[config.mk]
export PLATFORM = sky130hd
export DESIGN_NAME = laser_shot
export DESIGN_NICKNAME = d
export VERILOG_FILES = /design/src/rtl/space_invaders_pkg.sv /design/src/rtl/rise_detect.sv /design/src/rtl/laser_shot.sv
export SDC_FILE = /design/constraint.sdc
export NUM_CORES = 1
export LEC_CHECK = 0
export CAP_MARGIN = 5
export CORE_MARGIN = 8
export CORE_UTILIZATION = 30
export CTS_BUF_LIST = sky130_fd_sc_hd__clkbuf_2
export DETAILED_ROUTE_END_ITERATION = 7
export GPL_TIMING_DRIVEN = 0
export MAX_ROUTING_LAYER = met4
export SLEW_MARGIN = 5
export SYNTH_ARGS = -nofsm -noshare
export SYNTH_HDL_FRONTEND = slang
export SYNTH_HIERARCHICAL = 1
export SYNTH_SLANG_ARGS = --single-unit
[constraint.sdc]
create_clock -name clk -period 2.45 [get_ports clk]
set_clock_uncertainty 0.15 [all_clocks]
set_input_delay 0.3675 -clock clk [delete_from_list [all_inputs] [get_ports clk]]
set_output_delay 0.3675 -clock clk [all_outputs]
set_load 0.01 [all_outputs]
[src/rtl/space_invaders_pkg.sv]
// Shared definitions for the space-invaders display pipeline.
// Contents: display colour codes used by the priority mux, screen and ship
// geometry, laser geometry/timing constants and the laser FSM state encoding.
package space_invaders_pkg;

    typedef enum logic [2:0] {
        COL_BACKGROUND = 3'd0,
        COL_SPACESHIP  = 3'd1,
        COL_ALIENS0    = 3'd2,
        COL_ALIENS1    = 3'd3,
        COL_ALIENS2    = 3'd4,
        COL_ALIENS3    = 3'd5,
        COL_LASER      = 3'd6,
        COL_NONE       = 3'd7
    } color_t;

    localparam int SCREEN_WIDTH  = 640;
    localparam int SCREEN_HEIGHT = 480;
    localparam int SHIP_WIDTH    = 32;
    localparam int SHIP_HEIGHT   = 30;
    localparam int V_OFFSET      = 10;
    localparam int H_OFFSET      = 10;

    localparam int LASER_WIDTH   = 4;
    localparam int LASER_HEIGHT  = 12;
    localparam int LASER_STEP    = 8;
    localparam int COOLDOWN      = 30;

    typedef enum logic [1:0] {
        ST_IDLE   = 2'd0,
        ST_FLYING = 2'd1,
        ST_END    = 2'd2,
        ST_COOL   = 2'd3
    } laser_state_t;

endpackage

[src/rtl/rise_detect.sv]
// Registered rising-edge detector.
// Ports: clk, rst_n (async active-low), d (level input), rise (high for the
// first cycle d is seen high after being low).
module rise_detect (
    input  logic clk,
    input  logic rst_n,
    input  logic d,
    output logic rise
);

    logic d_q;

    always_ff @(posedge clk or negedge rst_n) begin
        if (!rst_n) begin
            d_q <= 1'b0;
        end else begin
            d_q <= d;
        end
    end

    assign rise = d & ~d_q;

endmodule

[src/rtl/laser_shot.sv]
// Player laser controller: launches one laser from the ship nose on a fire
// press, moves it down by LASER_STEP each frameTick, kills it on a hit or when
// it would leave the screen, and produces the per-pixel laser colour code.
// Ports: clk, reset (async active-low), fire (level), frameTick, hit,
// gunPosition (ship centre x), hPos/vPos (current pixel), laserActive,
// laserX (centre x), laserY (top y), color (registered, 1-clk latency).
// Optional build macro: LASER_COOLDOWN_EN adds a COOL state that blocks
// refiring for COOLDOWN frames after a shot ends.
//
// state  | meaning
// IDLE   | no laser, waiting for a fire press
// FLYING | laser in flight, moves on frameTick
// END    | one-cycle gap after the laser dies
// COOL   | counting frames before refire (LASER_COOLDOWN_EN only)
module laser_shot
    import space_invaders_pkg::*;
(
    input  logic       clk,
    input  logic       reset,
    input  logic       fire,
    input  logic       frameTick,
    input  logic       hit,
    input  logic [9:0] gunPosition,
    input  logic [9:0] hPos,
    input  logic [9:0] vPos,
    output logic       laserActive,
    output logic [9:0] laserX,
    output logic [9:0] laserY,
    output logic [2:0] color
);

    localparam logic [9:0]  LAUNCH_Y   = 10'(V_OFFSET + SHIP_HEIGHT);
    localparam logic [9:0]  STEP10     = 10'(LASER_STEP);
    localparam logic [10:0] STEP11     = 11'(LASER_STEP);
    localparam logic [10:0] HEIGHT11   = 11'(LASER_HEIGHT);
    localparam logic [10:0] HALF_W11   = 11'(LASER_WIDTH / 2);
    localparam logic [10:0] BOTTOM11   = 11'(SCREEN_HEIGHT - V_OFFSET);

    laser_state_t state;
    logic         fire_edge;
    logic [10:0]  h_ext, v_ext, x_ext, y_ext;
    logic         exits_screen;
    logic         on_laser;

`ifdef LASER_COOLDOWN_EN
    localparam int COOL_W = $clog2(COOLDOWN + 1);
    logic [COOL_W-1:0] cool_cnt;
`endif

    rise_detect u_fire_edge (
        .clk   (clk),
        .rst_n (reset),
        .d     (fire),
        .rise  (fire_edge)
    );

    // Everything widened to 11 bits so bound sums near the bottom cannot wrap.
    assign h_ext = {1'b0, hPos};
    assign v_ext = {1'b0, vPos};
    assign x_ext = {1'b0, laserX};
    assign y_ext = {1'b0, laserY};

    assign exits_screen = (y_ext + STEP11 + HEIGHT11) > BOTTOM11;

    // laserX - W/2 <= hPos is written as laserX <= hPos + W/2, which gives the
    // clamp-at-zero behaviour for free.
    assign on_laser = (state == ST_FLYING)
                   && (x_ext <= h_ext + HALF_W11)
                   && (h_ext <  x_ext + HALF_W11)
                   && (v_ext >= y_ext)
                   && (v_ext <  y_ext + HEIGHT11);

    always_ff @(posedge clk or negedge reset) begin
        if (!reset) begin
            state       <= ST_IDLE;
            laserActive <= 1'b0;
            laserX      <= '0;
            laserY      <= '0;
            color       <= COL_NONE;
`ifdef LASER_COOLDOWN_EN
            cool_cnt    <= '0;
`endif
        end else begin
            color <= on_laser ? COL_LASER : COL_NONE;

            case (state)
                ST_IDLE: begin
                    if (fire_edge) begin
                        state       <= ST_FLYING;
                        laserActive <= 1'b1;
                        laserX      <= gunPosition;
                        laserY      <= LAUNCH_Y;
                    end
                end
                ST_FLYING: begin
                    // A hit wins over a same-cycle frameTick: no final move.
                    if (hit) begin
                        state       <= ST_END;
                        laserActive <= 1'b0;
                    end else if (frameTick) begin
                        if (exits_screen) begin
                            state       <= ST_END;
                            laserActive <= 1'b0;
                        end else begin
                            laserY <= laserY + STEP10;
                        end
                    end
                end
                ST_END: begin
`ifdef LASER_COOLDOWN_EN
                    state    <= ST_COOL;
                    cool_cnt <= COOL_W'(COOLDOWN);
`else
                    state    <= ST_IDLE;
`endif
                end
`ifdef LASER_COOLDOWN_EN
                ST_COOL: begin
                    if (cool_cnt == '0) begin
                        state <= ST_IDLE;
                    end else if (frameTick) begin
                        cool_cnt <= cool_cnt - 1'b1;
                    end
                end
`endif
                default: begin
                    state       <= ST_IDLE;
                    laserActive <= 1'b0;
                end
            endcase
        end
    end

endmodule
## Word-level counts from Yosys, hierarchy flattened

Index checks and enable logic that the tools add are counted.

- Register bits: 26
- Word-level logic and storage cells: 54

- Add/sub/neg operators: 6
- Magnitude comparators: 5
- Equal/unequal tests: 8
- Muxes and demuxes: 16
- Bitwise operators: 3
- Reduce and logical (&&, ||, !) cells: 10

Operators with widths:

| cell | number |
|---|---|
| $mux W10 | 4 |
| $add A10 B2 Y11 const B | 2 |
| $add A10 B4 Y11 const B | 2 |
| $lt A10 B11 Y1 | 2 |
| $pmux W10 S2 | 1 |
| $add A11 B4 Y11 const B | 1 |
| $gt A11 B9 Y1 const B | 1 |
| $le A10 B11 Y1 | 1 |
| $add A10 B4 Y10 const B | 1 |
| $ge A10 B10 Y1 | 1 |
| $mux W2 | 4 |
| $ne A2 B2 Y1 const B | 4 |
| $ne A3 B3 Y1 const B | 2 |
| $mux W1 | 5 |
| $reduce_and A5 Y1 | 1 |
| $logic_and A1 B1 Y1 | 4 |
| $pmux W2 S2 | 1 |
| $reduce_and A4 Y1 | 1 |
| $pmux W1 S3 | 1 |
| $reduce_and A3 Y1 | 1 |
| $eq A2 B1 Y1 const B | 1 |
| $eq A2 B2 Y1 const B | 1 |
| $logic_not A2 Y1 | 1 |
| $not A1 Y1 | 2 |
| other kinds (3) | 3 |

## Logic depth before layout (Yosys ltp)

- Depth after elaboration: 7
- Mapped depth: 10

## Cells and area by module

Netlist, hierarchy kept.

By module, submodules not included:

| module | times used | cells an instance | area each (sq um) | sequential area each (sq um) |
|---|---|---|---|---|
| laser_shot | 1 | 232 | 2009.4 | 526.8 |
| rise_detect | 1 | 2 | 38.8 | 25.0 |

## Least setup slack after synthesis

Ideal clock, no wire load.

- Path type: register to register
- Start: reg laserY[4]
- End: reg color[0]
- Library setup time: 0.098 ns
- Arrival time: 2.119 ns
- Required time: 2.202 ns
- Setup slack: 0.083 ns
- Stages on the path, launching flop included: 10
- Period minus slack after synthesis: 2.367 ns
- Path through: dfrtp_1 > ha_1 > nand3_1 > xnor2_1 > ha_1 > or4_1 > a21oi_1 > nand3_1 > a31oi_1 > o2111ai_1

- Word-level cells in the longest chain between the ends: 4
- Elaborated cells on any way between the ends: 6
- Those cells by class: add/sub: 1; order compare: 2; mux: 1; reduce/logical: 2

RTL lines:

| item | line | text |
|---|---|---|
| start: declaration | laser_shot.sv:28 | `output logic [9:0] laserY,` |
| start signal: assignment | laser_shot.sv:105 | `laserY <= laserY + STEP10;` |
| $add A10 B4 Y11 / $ge A10 B10 Y1 (equally long branches) | laser_shot.sv:71, laser_shot.sv:70 |  |
| $lt A10 B11 Y1 / $logic_and A1 B1 Y1 (equally long branches) | laser_shot.sv:71, laser_shot.sv:70 |  |
| $logic_and A1 B1 Y1 (*) | laser_shot.sv:71 | `&& (v_ext < y_ext + HEIGHT11);` |
| $mux W1 (*) | laser_shot.sv:84 | `color <= on_laser ? COL_LASER : COL_NONE;` |
| end signal: assignment | laser_shot.sv:84 |  |
| end: declaration | laser_shot.sv:29 | `output logic [2:0] color` |

Every way passes the cells marked *; elsewhere a longest branch is shown, timed or not.
A chain may end at the register's enable or synchronous reset.

## Worst setup path in the final report

- Start: reg laserY[3]
- End: reg color[0]

Same word-level chain as after synthesis.

==> flow_summary.yaml <==
outcome:
  status: "finished with violations"
  violations: "negative setup slack"
logic_synthesis:
  synth.cells.most_frequent: "ha_1 (38), nand2_1 (37), dfrtp_1 (21)"
  avgSynthCellArea_um2: 8.75
  synth_edf_count: 0
  synth_area_leaders: "dfrtp_1 (26%), ha_1 (23%), nand2_1 (6.8%)"
  yosysUniqueCellTypes: 39
  ys_warn_count: 6
  synth_top_cell_by_area: "dfrtp_1"
  synthDominantCellAreaShare_pct: 25.7
  ys.flop_type: "dfrtp_1"
  async_flop_share_pct: 100
  ys_seq_elements: 22
  syn-cell-area_um2: 2050
  synthCells: 234
  synth_seq_area_share_pct: 26.9
  yosysMostFrequentCell: "ha_1"
finish:
  diodes: 0
  drive_above_1_share_pct: 17.5
  finalNetCount: 377
  n_fill_cell: 676
  area_growth_pct: 40.6
worst_setup_path:
  startpoint: "laserY[3]"
  crit_arrival_ns: 2.60
  worst-setup-path-type: "register to register"
  r2r-start: "laserY[3]"
  start_kind: "register"
  reg2regPathDepth: 10
  regToRegEndpoint: "color[0]"
  critPathCapture: "color[0]"
  endpoint_kind: "register"
  worstPathRequired_ns: 2.59
  rrSetupSlack_ns: -0.005
  cp_max_fo: 3
power_and_ir_drop:
  leakagePower_nw: 1.27
  ir_worst_vdd_mv: 0.302
  pwr_density_cell_nw_per_um2: 605
cts:
  clock-sinks: 22
  root_buffer: "clkbuf_2"
  cts_max_path_buffers: 2
  cts_tree: "built"
  clock_latency_ns: 0.34
  cts_made_buffers: 3
  path_clk_slew_ns: 0.23
  htreeDepth: 1
global_route:
  antenna_found_initial: 0
  overflow: 0
  grt_max_degree: 23
  grt_pass1_wl_um: 9330
  grt_use_total_pct: 11.8
  grt_pass1_vias: 1966
sta:
  fin_ws_ns: -0.00506
  period_minus_slack_ns: 2.46
  grt_setup_unrepaired: "yes"
  fmax_mhz: 407
  final_max_slew_viol_count: 0
  hold_viol: 0
  finalCritPeriodShare_pct: 100
  slew_headroom_pct: 31.8
  setup_viol: 1
  final.setup.tns_ns: -0.00506
  hold_ws_ns: 0.349
  tightest_slew_ns: 1.02
floorplan:
  die_area_um2: 9730
  start_util_pct: 30.5
  die_w_um: 98.6
  row_count: 30
  core_um2: 6720
  io_pins: 59
  die_h_um: 98.6
drt:
  drt_pre_antenna_iters: 4
  drc: 0
  drt-vias-per-instance: 4.89
  wl_per_cell_um: 14.9
  vias: 1873
  wl_um: 5690
  drtAntennaViolNets: 0
  drtIter0Drc: 54
worst_hold_path:
  hold_path.startpoint: "fire"
  hp-class: "primary input to register"
job:
  maxCapViolCount: 0
placement:
  place.port_buffers: 51
  place_congestion: 0.793
  hpwl_um: 4390
[power by group]
| part | internal, mW | switching, mW | leakage (nW) |
|---|---|---|---|
| registers | 0.439 | 0.108 | 0.265 |
| logic | 0.491 | 0.446 | 0.983 |
| clock network | 0.141 | 0.116 | 0.0266 |
[final cells by class]
type                       count  area (µm²)  area share [%]
multi-input combinational    196        1490            51.8
timing repair buffer          62         588            20.4
sequential                    22         559            19.4
tap                           80         100            3.48
buffer                         8        52.6            1.83
inverter                      11        41.3            1.43
clock inverter                 1        30.0            1.04
clock buffer                   3        15.0           0.522
[critical path: stages (launching register included)]
cell       delay, ns
dfrtp_2         0.45
buf_4           0.13
and4_4          0.23
nand2_1         0.07
xnor2_1         0.15
ha_2            0.19
or4_4           0.50
a21oi_4         0.13
nand3_2         0.09
a31oi_2         0.21
o2111ai_1       0.12
[metrics by stage]
stage | total power, mW | instance area, µm² | cells | util [%] | worst slack, ns
floorplan | 1.00 | 2060 | 237 | - | 0.0833
finish | 1.74 | 2880 | 383 | 42.8 | -0.00506
global placement | 1.33 | 2670 | 368 | 39.7 | -0.801
global route | 1.91 | 2880 | 383 | 42.8 | -0.101
detailed placement | 1.36 | 2670 | 368 | 39.7 | -0.870
CTS | 1.70 | 2810 | 379 | 41.8 | 0.0137
[metal layers]
layer,part of all wire (%),track usage (%),wire [µm]
met1,44,13.4,2500
met3,4.7,2.61,267
met5,0,-,0
met2,51,21.3,2890
met4,0.60,1.42,34
[timing repair]
| item | CTS | global route |
|---|---|---|
| pin swaps | 3 | 1 |
| endpoints found under the setup margin | 1 | 1 |
| gates resized for setup | 18 | 9 |
| hold buffers | 0 | 0 |
| setup buffers | 7 | 4 |
[cell usage in the layout (no fill, tap or decap), drive strengths merged, types with 3 or more instances in the layout]
master,netlist,final
a21o,6,6
a21oi,13,13
a31oi,3,3
and3,3,3
buf,6,17
clkbuf,2,5
clkdlybuf4s50,0,47
conb,2,5
dfrtp,21,21
dlygate4sd2,0,4
ha,38,38
inv,11,11
mux2,4,4
nand2,38,38
nand3,19,19
nand4,6,6
nor2,8,8
nor2b,4,4
o21ai,9,9
xnor2,7,7
xor2,12,12
[worst min-delay path by stage]
stage,cells after the start,slack (ns),end
6_report,1,0.35,u_fire_edge/d_q
5_1_grt,3,0.32,laserX[3]
4_1_cts,1,0.33,u_fire_edge/d_q
3_5_place_dp,1,0.33,laserActive
3_3_place_gp,1,0.33,laserActive
2_1_floorplan,0,-0.08,laserActive
[cells by family after synthesis]
| family | Yosys count | synth area share, % |
|---|---|---|
| AND/OR/NAND/NOR | 89 | 21.7 |
| AO/OA/AOI/OAI | 41 | 12.8 |
| adder cells (fa/ha/maj) | 38 | 23.2 |
| flip-flops | 22 | 26.9 |
| XOR/XNOR | 19 | 8.12 |
| buffers and inverters | 19 | 4.58 |
| multiplexers | 4 | 2.20 |
| other | 2 | 0.367 |
[flip-flops by register name, summed over array words and instances (netlist names)]
register         count
color                1
laserActive          1
laserX              10
laserY               7
state                2
u_fire_edge/d_q      1
No activity file was read; power rests on OpenSTA's default activity.
==> patch: new RTL, config.mk and constraints unchanged <==
Encoding of `laser_state_t`: now one-hot (4 bits for 4 states).
--- a/src/rtl/space_invaders_pkg.sv
+++ b/src/rtl/space_invaders_pkg.sv
@@ -28,7 +28,7 @@
 
-    typedef enum logic [1:0] {
-        ST_IDLE   = 2'd0,
-        ST_FLYING = 2'd1,
-        ST_END    = 2'd2,
-        ST_COOL   = 2'd3
+    typedef enum logic [3:0] {
+        ST_IDLE   = 4'b0001,
+        ST_FLYING = 4'b0010,
+        ST_END    = 4'b0100,
+        ST_COOL   = 4'b1000
     } laser_state_t;
Behaviour: same outputs for any inputs over 10 cycles, from zero or initial values and one cycle with reset low; not proved beyond that.
==> patch against the unedited design <==
- the flow still finishes with violations (negative setup slack)
- sequential cell count up 1
- worst setup slack worse by 80 ps
- wire length down 5.2%
- power down 29%
- sequential share of layout area up 1.0 points
- first-iteration DRC count down 13%
- area after synthesis up 3.5%
- design area down 1.3%
- largest power group unchanged
==> patch: results <==
export IMPL_outcome="complete, but fails checks"
export IMPL_violations="negative setup slack"
export IMPL_power_clock_w=0.000159
export IMPL_ys_types=43
export IMPL_met3_length_um=213
export IMPL_multi_input_gates=199
export IMPL_arrival_ps=2650
export IMPL_buffers=62
export IMPL_numCtsBuffers=3
export IMPL_relSlewSlack=0.311
export IMPL_min_delay_path_depth=1
export IMPL_p_comb_w=0.000557
export IMPL_peakVddDrop_v=0.000171
export IMPL_holdWs_ps=324
export IMPL_path_class="flip-flop to flip-flop"
export IMPL_switchingPower_w=0.000465
export IMPL_crit_slowest_cell="dfrtp_2"
export IMPL_path_max_fanout=7
export IMPL_highest_layer="met3"
export IMPL_vias_per_cell=4.73
export IMPL_wl_per_cell_um=13.5
export IMPL_grt_use_met2=0.185
export IMPL_setup_violations=1
export IMPL_wl_met1_um=2650
export IMPL_cp_slowest_stage_delay_ps=430
export IMPL_inverters_excl_clock=15
export IMPL_p_clk_frac=0.129
export IMPL_n_antenna_cell=0
export IMPL_buf_share=0.205
export IMPL_grt_pass1_wl_um=9080
export IMPL_clk_latency_ps=330
export IMPL_ys_flop_type="dfrtp_1"
export IMPL_rr_worst_depth=10
export IMPL_crit_end="color[0]"
export IMPL_ys_top_cells_by_area="dfrtp_1 (25%), ha_1 (22%), nand2_1 (6.7%), xor2_1 (5.0%), nand3_1 (3.1%)"
export IMPL_io_buffers=51
export IMPL_netlist_top_cells_count="ha_1 (38), nand2_1 (38), dfrtp_1 (21)"
export IMPL_seqCellArea_sq_um=582
export IMPL_synth_compound_area_share=0.142
export IMPL_drive_gt1_frac=0.116
export IMPL_nFillCells=714
export IMPL_gp_congestion=0.835
export IMPL_yosys_area_share_xor_xnor=0.0785
export IMPL_clock_area_frac=0.00704
export IMPL_synth_mux_area_frac=0.0236
export IMPL_p_leak_nw=1.25
export IMPL_clock_sinks=23
export IMPL_dp_hpwl_um=4470
export IMPL_reg_largest_list="laserX x10, laserY x7, state x3"
export IMPL_ys_seq_area_frac=0.273
export IMPL_multiInputGateArea_sq_um=1480
export IMPL_clock_buffers=4
export IMPL_grt_pass1_vias=1954
export IMPL_dr_wl_met2_um=2530
export IMPL_htree_levels=1
export IMPL_fin_ws_ps=-84.9
export IMPL_drt_iter0_markers=47
## patch: logic make-up (layout without fill, tap and decap cells)
family,after synthesis,in the layout
simple gates,89,89
other cells,2,5
flops,23,23
compound gates,43,43
buf+inv,22,81
xor+xnor,19,19
mux,5,5
fa+ha+maj,38,38
## patch: per-stage QoR
| stage | worst slack (ps) | cell area [sq um] | util | TNS (ps) | instances |
|---|---|---|---|---|---|
| final | -84.9 | 2840 | 0.416 | -84.9 | 399 |
| after global routing | -303 | 2840 | 0.416 | -303 | 399 |
| after CTS | -70.4 | 2840 | 0.415 | -70.4 | 399 |
| after detailed placement | -612 | 2760 | 0.404 | -612 | 391 |
| after global placement | -635 | 2760 | 0.404 | -635 | 391 |
| after floorplan | 37.4 | 2130 | - | 0 | 244 |
## patch: what timing repair did
item                                    in CTS  in global routing
pin swaps                                    3                  0
gates resized for setup                     13                  1
buffers inserted                             4                  0
endpoints found under the setup margin       1                  1
hold buffers                                 0                  0
